`src/rtl/lcd1602_spi_slave.sv`:
```
// LCD SPI link terminator: synchronizes and deserializes 10-bit frames, buffers them,
// and replays each one as an HD44780 bus cycle with programmable setup/enable/hold timing.
module lcd1602_spi_slave #(
    parameter int WIDTH      = 10,
    parameter int E_SETUP    = 2,
    parameter int E_WIDTH    = 12,
    parameter int E_HOLD     = 2,
    parameter int FIFO_DEPTH = 4
) (
    input  logic             hz100,
    input  logic             n_rst,
    input  logic             sclk,
    input  logic             cs_n,
    input  logic             sdi,
    output logic             lcd_rs,
    output logic             lcd_rw,
    output logic [7:0]       lcd_db,
    output logic             lcd_e,
    output logic             frame_valid,
    output logic [WIDTH-1:0] frame_data,
    output logic             framing_err,
    output logic             overflow,
    output logic             busy
);
    localparam int CW = $clog2(WIDTH + 2);
    localparam int AW = $clog2(FIFO_DEPTH);
    localparam int TW = 16;
    localparam logic [CW-1:0] CNT_FULL = CW'(WIDTH);
    localparam logic [CW-1:0] CNT_SAT  = CW'(WIDTH + 1);
    localparam logic [AW:0]   DEPTH_C  = (AW + 1)'(FIFO_DEPTH);

    // sync vectors are {sdi, cs_n, sclk}; cs_n resets high so a held-low cs_n starts a frame
    logic [2:0]       sync1_q, sync1_d, sync2_q, sync2_d;
    logic [1:0]       prev_q, prev_d;
    logic [WIDTH-1:0] shift_q, shift_d;
    logic [CW-1:0]    bit_cnt_q, bit_cnt_d;
    logic             frame_valid_q, frame_valid_d;
    logic             framing_err_q, framing_err_d;
    logic [WIDTH-1:0] frame_data_q, frame_data_d;
    logic             overflow_q, overflow_d;
    logic [AW-1:0]    wr_ptr_q, wr_ptr_d, rd_ptr_q, rd_ptr_d;
    logic [AW:0]      count_q, count_d;
    logic [WIDTH-1:0] mem_q [FIFO_DEPTH];

    logic sclk_rise, cs_fall, cs_rise, cs_low, sdi_s;
    logic push, push_ok, pop, fifo_empty, fifo_full;
    logic [WIDTH-1:0] rd_data;

    typedef enum logic [1:0] {IDLE, SETUP, PULSE, HOLD} state_t;
    state_t        state_q;
    logic [TW-1:0] tmr_q;
    logic          lcd_rs_q, lcd_rw_q, lcd_e_q;
    logic [7:0]    lcd_db_q;

    assign sclk_rise  = sync2_q[0] & ~prev_q[0];
    assign cs_fall    = ~sync2_q[1] & prev_q[1];
    assign cs_rise    = sync2_q[1] & ~prev_q[1];
    assign cs_low     = ~sync2_q[1];
    assign sdi_s      = sync2_q[2];
    assign fifo_empty = (count_q == '0);
    assign fifo_full  = (count_q == DEPTH_C);
    assign pop        = (state_q == IDLE) && !fifo_empty;
    assign rd_data    = mem_q[rd_ptr_q];

    always_comb begin
        sync1_d       = {sdi, cs_n, sclk};
        sync2_d       = sync1_q;
        prev_d        = sync2_q[1:0];
        shift_d       = shift_q;
        bit_cnt_d     = bit_cnt_q;
        frame_valid_d = 1'b0;
        framing_err_d = 1'b0;
        frame_data_d  = frame_data_q;
        push          = 1'b0;

        if (cs_fall) begin
            shift_d   = '0;
            bit_cnt_d = '0;
        end else if (sclk_rise && cs_low) begin
            shift_d = {shift_q[WIDTH-2:0], sdi_s};
            if (bit_cnt_q != CNT_SAT)
                bit_cnt_d = bit_cnt_q + CW'(1);
        end

        if (cs_rise) begin
            if (bit_cnt_q == CNT_FULL) begin
                frame_valid_d = 1'b1;
                frame_data_d  = shift_q;
                push          = 1'b1;
            end else begin
                framing_err_d = 1'b1;
            end
        end

        // a pop in the same cycle frees the slot, so a full FIFO still accepts the push
        push_ok    = push && (!fifo_full || pop);
        overflow_d = overflow_q | (push && !push_ok);
        wr_ptr_d   = wr_ptr_q + AW'(push_ok);
        rd_ptr_d   = rd_ptr_q + AW'(pop);
        count_d    = count_q + {{AW{1'b0}}, push_ok} - {{AW{1'b0}}, pop};
    end

    always_ff @(posedge hz100 or negedge n_rst) begin
        if (!n_rst) begin
            sync1_q       <= 3'b010;
            sync2_q       <= 3'b010;
            prev_q        <= 2'b10;
            shift_q       <= '0;
            bit_cnt_q     <= '0;
            frame_valid_q <= 1'b0;
            framing_err_q <= 1'b0;
            frame_data_q  <= '0;
            overflow_q    <= 1'b0;
            wr_ptr_q      <= '0;
            rd_ptr_q      <= '0;
            count_q       <= '0;
        end else begin
            sync1_q       <= sync1_d;
            sync2_q       <= sync2_d;
            prev_q        <= prev_d;
            shift_q       <= shift_d;
            bit_cnt_q     <= bit_cnt_d;
            frame_valid_q <= frame_valid_d;
            framing_err_q <= framing_err_d;
            frame_data_q  <= frame_data_d;
            overflow_q    <= overflow_d;
            wr_ptr_q      <= wr_ptr_d;
            rd_ptr_q      <= rd_ptr_d;
            count_q       <= count_d;
        end
    end

    always_ff @(posedge hz100) begin
        if (push_ok)
            mem_q[wr_ptr_q] <= shift_q;
    end

    // state | meaning
    // IDLE  | bus held at last frame; pops when the FIFO has an entry
    // SETUP | bus stable, lcd_e low, E_SETUP cycles
    // PULSE | lcd_e high, E_WIDTH cycles
    // HOLD  | lcd_e low, bus held, E_HOLD cycles
    always_ff @(posedge hz100 or negedge n_rst) begin
        if (!n_rst) begin
            state_q  <= IDLE;
            tmr_q    <= '0;
            lcd_rs_q <= 1'b0;
            lcd_rw_q <= 1'b0;
            lcd_db_q <= '0;
            lcd_e_q  <= 1'b0;
        end else begin
            case (state_q)
                IDLE: begin
                    if (pop) begin
                        lcd_rs_q <= rd_data[WIDTH-1];
                        lcd_rw_q <= rd_data[WIDTH-2];
                        lcd_db_q <= rd_data[7:0];
                        tmr_q    <= TW'(E_SETUP - 1);
                        state_q  <= SETUP;
                    end
                end
                SETUP: begin
                    if (tmr_q == '0) begin
                        lcd_e_q <= 1'b1;
                        tmr_q   <= TW'(E_WIDTH - 1);
                        state_q <= PULSE;
                    end else begin
                        tmr_q <= tmr_q - TW'(1);
                    end
                end
                PULSE: begin
                    if (tmr_q == '0) begin
                        lcd_e_q <= 1'b0;
                        tmr_q   <= TW'(E_HOLD - 1);
                        state_q <= HOLD;
                    end else begin
                        tmr_q <= tmr_q - TW'(1);
                    end
                end
                HOLD: begin
                    if (tmr_q == '0)
                        state_q <= IDLE;
                    else
                        tmr_q <= tmr_q - TW'(1);
                end
                default: state_q <= IDLE;
            endcase
        end
    end

    assign lcd_rs      = lcd_rs_q;
    assign lcd_rw      = lcd_rw_q;
    assign lcd_db      = lcd_db_q;
    assign lcd_e       = lcd_e_q;
    assign frame_valid = frame_valid_q;
    assign frame_data  = frame_data_q;
    assign framing_err = framing_err_q;
    assign overflow    = overflow_q;
    assign busy        = (state_q != IDLE) || !fifo_empty;

endmodule

```
`config.mk`:
```
export PLATFORM = sky130hd
export DESIGN_NAME = lcd1602_spi_slave
export DESIGN_NICKNAME = d
export VERILOG_FILES = /design/src/rtl/lcd1602_spi_slave.sv
export SDC_FILE = /design/constraint.sdc
export NUM_CORES = 1
export LEC_CHECK = 0
export ABC_AREA = 1
export CAP_MARGIN = 20
export CELL_PAD_IN_SITES_DETAIL_PLACEMENT = 0
export CELL_PAD_IN_SITES_GLOBAL_PLACEMENT = 1
export CORE_ASPECT_RATIO = 1.4
export CORE_MARGIN = 2
export CORE_UTILIZATION = 46
export DETAILED_ROUTE_END_ITERATION = 8
export PLACE_DENSITY = 0.81
export SETUP_SLACK_MARGIN = 0.2
export SYNTH_ARGS = -nofsm -noshare
export SYNTH_HDL_FRONTEND = slang
export SYNTH_SLANG_ARGS = --single-unit
```
`constraint.sdc`:
```
create_clock -name hz100 -period 3.3 [get_ports hz100]
set_clock_uncertainty 0.1 [all_clocks]
set_input_delay 0.495 -clock hz100 [delete_from_list [all_inputs] [get_ports hz100]]
set_output_delay 0.495 -clock hz100 [all_outputs]
set_load 0.005 [all_outputs]
```
# After elaboration in Yosys (flattened, before gate mapping)
# Memory sizes are Yosys's and may differ from the RTL's. A register that Yosys moved wholly into a read port is not among the register bits.
# Index checks and enable logic that the tools add are counted.
word_totals:
  ram_bits: 40
  mem_count: 1
  word_cells: 87
  input_bits: 5
  regBits: 61
mem_list:
  columns: ["name", "depth", "width", "rd", "rd_clocked_by_memory_dff", "wr", "line", "text"]
  rows:
  - ["mem_q", 4, 10, 1, 1, 1, "43", "logic [WIDTH-1:0] mem_q [FIFO_DEPTH];"]
classes:
  muxes: 24
  n_eq_ne: 11
  bitwise_logic: 7
  add_sub_neg: 6
  n_reduce_logical: 23
op_table:
  columns: ["operator", "n"]
  rows:
  - ["16-bit 2-to-1 mux", 4]
  - ["16-bit case mux with 4 select lines", 1]
  - ["10-bit 2-to-1 mux", 2]
  - ["16-bit zero test", 1]
  - ["16-bit by 1-bit subtractor with 16-bit output (second input constant)", 1]
  - ["4-bit 2-to-1 mux", 3]
  - ["2-bit inequality test (second input constant)", 5]
  - ["1-bit 2-to-1 mux", 8]
  - ["2-bit 2-to-1 mux", 4]
  - ["2-bit case mux with 4 select lines", 1]
  - ["2-bit AND reduction", 4]
  - ["2-bit nonzero test", 4]
  - ["2-bit by 1-bit adder with 2-bit output", 2]
  - ["4-bit by 1-bit adder with 4-bit output (second input constant)", 1]
  - ["2-bit equality test (second input constant)", 2]
  - ["4-bit equality test (second input constant)", 1]
  - ["1-bit logical AND", 4]
  - ["1-bit zero test", 4]
  - ["4-bit inequality test (second input constant)", 1]
  - ["4-bit AND reduction", 1]
  - ["3-bit by 1-bit adder with 3-bit output", 1]
  - ["1-bit bitwise AND", 3]
  - ["3-bit equality test (second input constant)", 1]
  - ["3-bit zero test", 1]
  - ["other kinds (8)", 11]

# Logic depth before layout (Yosys ltp)
logic_depth:
  word_depth: 8
  depth_mapped: 11
  ltp_nobuf: 11

# Least setup slack after synthesis
# No wires, ideal clock.
synth_timing:
  path_type: "reg-to-reg"
  from: "reg bit_cnt_q[0]"
  to: "reg count_q[2]"
  setup_ns: 0.129
  setup_slack_ns: 0.867
  arrival_ns: 2.204
  stages_incl_launch_ff: 12
  period_less_slack_ns: 2.433
  n_path_buf: 0
  required_time_ns: 3.071
  path_cell_list: "dfrtp_1 -> inv_1 -> ha_1 -> nand2_1 -> nor3_4 -> nand2_1 -> ha_1 -> inv_1 -> ha_1 -> fa_1 -> xnor2_1 -> xor2_1"
synth_via:
  elab_chain_cells: 6
synth_lines:
  columns: ["element", "line", "text"]
  rows:
  - ["from (decl)", "36", "logic [CW-1:0] bit_cnt_q, bit_cnt_d;"]
  - ["from (signal assigned)", "122", "bit_cnt_q <= bit_cnt_d;"]
  - ["4-bit equality test", "86", "if (bit_cnt_q == CNT_FULL) begin"]
  - ["1-bit 2-to-1 mux (2 in a row)", null, null]
  - ["net frame_valid_d", "37", "logic frame_valid_q, frame_valid_d;"]
  - ["1-bit logical AND", "96", "push_ok = push && (!fifo_full || pop);"]
  - ["3-bit by 1-bit adder with 3-bit output", "100", "count_d = count_q + {{AW{1'b0}}, push_ok} - {{AW{1'b0}}, pop};"]
  - ["3-bit by 1-bit subtractor with 3-bit output", "100", null]
  - ["net count_d[2]", "42", "logic [AW:0] count_q, count_d;"]
  - ["to (signal assigned)", "129", "count_q <= count_d;"]
  - ["to (decl)", "42", null]
# The timed path passes the listed nets, and every way through them passes these cells.
# A chain may end at the register's enable or synchronous reset.

# Final worst setup path
# Same ends and word-level chain as after synthesis.

==> impl_results.md <==
- Post-DP HPWL: ~6900 µm
- Synth Register Bits: 111
- Setup violations, final: 0
- Vias per inst: between 5 and 6
- Worst setup EP type: flip-flop
- Most common cell in the synthesized netlist: nand2_1
- Drt drc: 0
- Root Driver: clkbuf_16
- Total Wirelength: 9550 µm
- Core area: 10300 µm²
- Die X: 91.2 µm
- Initial antenna violation count: 0
- Reg-to-Reg Start: bit_cnt_q[0]
- Top FF cell, synth: dfrtp_1
- Syn Inst Count: 496
- Mapped Avg Cell Area: roughly 10 µm²
- Max frequency: 0.390 GHz
- Filler cells: ~950
- Crit path time final: 2.57 ns
- Hold WC Path Type: primary input to async pin
- Slew HR: 43.7%
- Wire length per cell: 14.2 µm
- Worst-path clk slew: 0.07 ns
- Leak: 2.49 nW
- Pwr/cell area: 816 nW/µm²
- Yosys top cell by area: dfrtp_1
- CP Launch Type: flip-flop
- GR Util All Layers: 17.9%
- Number of global-route vias before repair: 3453
- CTS resizes: 0
- Total number of vias: 3386
- Slowest CP cell: dfrtp_1
- Reg-to-Reg End: count_q[2]
- CP cell instances: inv_1 -> ha_1 -> nand2_1 -> nor3_4 -> buf_4 -> nand2_1 -> ha_1 -> inv_1 -> ha_1 -> fa_1 -> xnor2_1 -> xor2_1
- TritonCTS Buffers: 9
- Number of port buffers: 29
- Overflow after GRT: 0
- Layout cells sized above 1: 9.51%
- Clock Sinks: 111
- Least-Margin Pin Slew: 0.845 ns
- Distinct cell type count after synthesis: 34
- Final Hold Viols: 0
- Top Ports: 30
- Synth Warn #: 0
- Synthesized cell area: 4900 µm²
- R2R Setup Slk: ~0.73 ns
- Antenna Nets Post-Route: 0
- Async S/R FF share, synth: 64.0%
- First-pass GRT wire length: 16500 µm
- Maximum root-to-sink buffer count: 2
- Maximum Capacitance Violations: 0
- Pin count of the biggest net entering global routing: 40
- Chip height: 126 µm
- Post-Syn Nets: between 500 and 600
- H-tree depth: 3
- N_diodes: 0
- Req. time, crit path: 3.48 ns
- RSZ-0062 raised after global routing: no
- Hold_buf cts: 0
- Number of flops mapped to enable cells by yosys: 40
- Sum Neg Setup Slack: 0 ns
- Top cell by count, worst path: ha_1
- Row cnt: 44
- Die area: between 10000 and 15000 µm²
- Power, Total: 4.62 mW
- Synth top area share: 34.7%
- Worst path max stage delay: 0.40 ns
- Critical Path AT: 2.74 ns
- Post-CTS Setup Repair Bufs: 0
- Critical Setup Path Class: flip-flop to flip-flop
- Clk_lat worst skew: 0.35 ns
- CTS tree: done
- Synth-to-layout area growth: 15.7%
- Worst ir drop on vdd: 0.459 mV
- Cell family with most CP delay: adder cells
- Nets: 550
- Synth top area cells: dfrtp_1 35%, edfxtp_1 25%, nand2_1 6.4%
- First-pass iteration count of the detailed router: 5
- Initial Util: 47.3%
- Number of DRC markers in iteration 0: 147
- Final period util: 77.7%
- Status: completed
- Max Slew Vio Count: 0
- Seq/Total Area, Yosys: 60.9%
- Crit path max fanout: 7
- Routability cong.: 0.825
- R2R cell count: 12
- Top cells by count, synth: 83 x nand2_1, 78 x nor2_1, 68 x dfrtp_1, 48 x inv_1, 40 x edfxtp_1
- Hold WS: approximately 0.15 ns
- CP bufs+invs: 3
report_power, final:
part | internal [mW] | switching, mW | total (mW) | leakage, nW
sequential | 1.64 | 0.217 | 1.85 | 1.28
combinational | 0.664 | 1.01 | 1.67 | 1.06
clock | 0.598 | 0.501 | 1.10 | 0.152
total | 2.90 | 1.73 | 4.62 | 2.49
metal layers:
metal	global-route usage, %	routed length (µm)
met2	33.4	5210
met1	20.7	3890
met4	7.13	167
met5	0	0
met3	2.21	270
layout make-up:
type	count	area (µm²)	share of cell area [%]
sequential	111	2980	52.6
multi-input combinational	320	1660	29.2
timing repair buffer	37	358	6.32
clock buffer	9	225	3.98
inverter	52	195	3.45
tap	138	173	3.05
clock inverter	7	77.6	1.37
state kept, by name, summed over array words and instances (netlist names), 3 cells and up:
register,cells
shift_q,10
sync2_q,3
frame_data,10
bit_cnt_q,4
mem_q,40
lcd_db,8
count_q,3
tmr_q,16
sync1_q,3
logic make-up (layout without fill, tap and decap cells):
| family | after synthesis | count (layout) | synth area share, % |
|---|---|---|---|
| DFF | 111 | 111 | 60.9 |
| and+or+nand+nor | 238 | 238 | 22.1 |
| adders and majority gates | 14 | 14 | 3.73 |
| AOI/OAI and AO/OA | 63 | 63 | 7.02 |
| buffers and inverters | 65 | 105 | 5.34 |
| xor gates and xnor gates | 5 | 5 | 0.894 |
worst max path at each step:
stage | cells past startpoint | endpoint | slack [ns] | from
finish | 12 | count_q[2] | 0.73 | bit_cnt_q[0]
global route | 12 | count_q[2] | 0.55 | bit_cnt_q[0]
CTS | 12 | count_q[2] | 0.69 | bit_cnt_q[0]
detailed placement | 12 | count_q[2] | 0.69 | bit_cnt_q[0]
global placement | 12 | count_q[2] | 0.79 | bit_cnt_q[0]
floorplan | 11 | count_q[2] | 0.87 | bit_cnt_q[0]
worst register-to-register path, cell delays in order, from the launching register on:
cell and delay (ns):
dfrtp_1 0.40, inv_1 0.10, ha_1 0.14, nand2_1 0.10, nor3_4 0.11, buf_4 0.16
nand2_1 0.13, ha_1 0.31, inv_1 0.04, ha_1 0.18, fa_1 0.39, xnor2_1 0.19
xor2_1 0.15
layout by cell type, fill, tap and decap left out, drive strengths merged, types with 4 or more instances in the layout:
cell type       n
nor2           88
clkinv          4
a21oi           9
nor3            9
inv            54
clkbuf          9
nand4          13
o21ai          41
ha             13
clkdlybuf4s50  28
a31oi          10
dfrtp          68
edfxtp         40
nand3          36
nand2          89
buf             9
through the flow:
stage	util, %	setup slack, ns	instances	instance area (µm²)
4_1_cts	54.7	0.694	674	5670
3_3_place_gp	51.8	0.795	658	5360
2_1_floorplan	-	0.867	496	4900
3_5_place_dp	51.8	0.692	658	5360
5_1_grt	54.7	0.554	674	5670
6_report	54.7	0.735	674	5670
No activity file was read; power rests on OpenSTA's default activity.
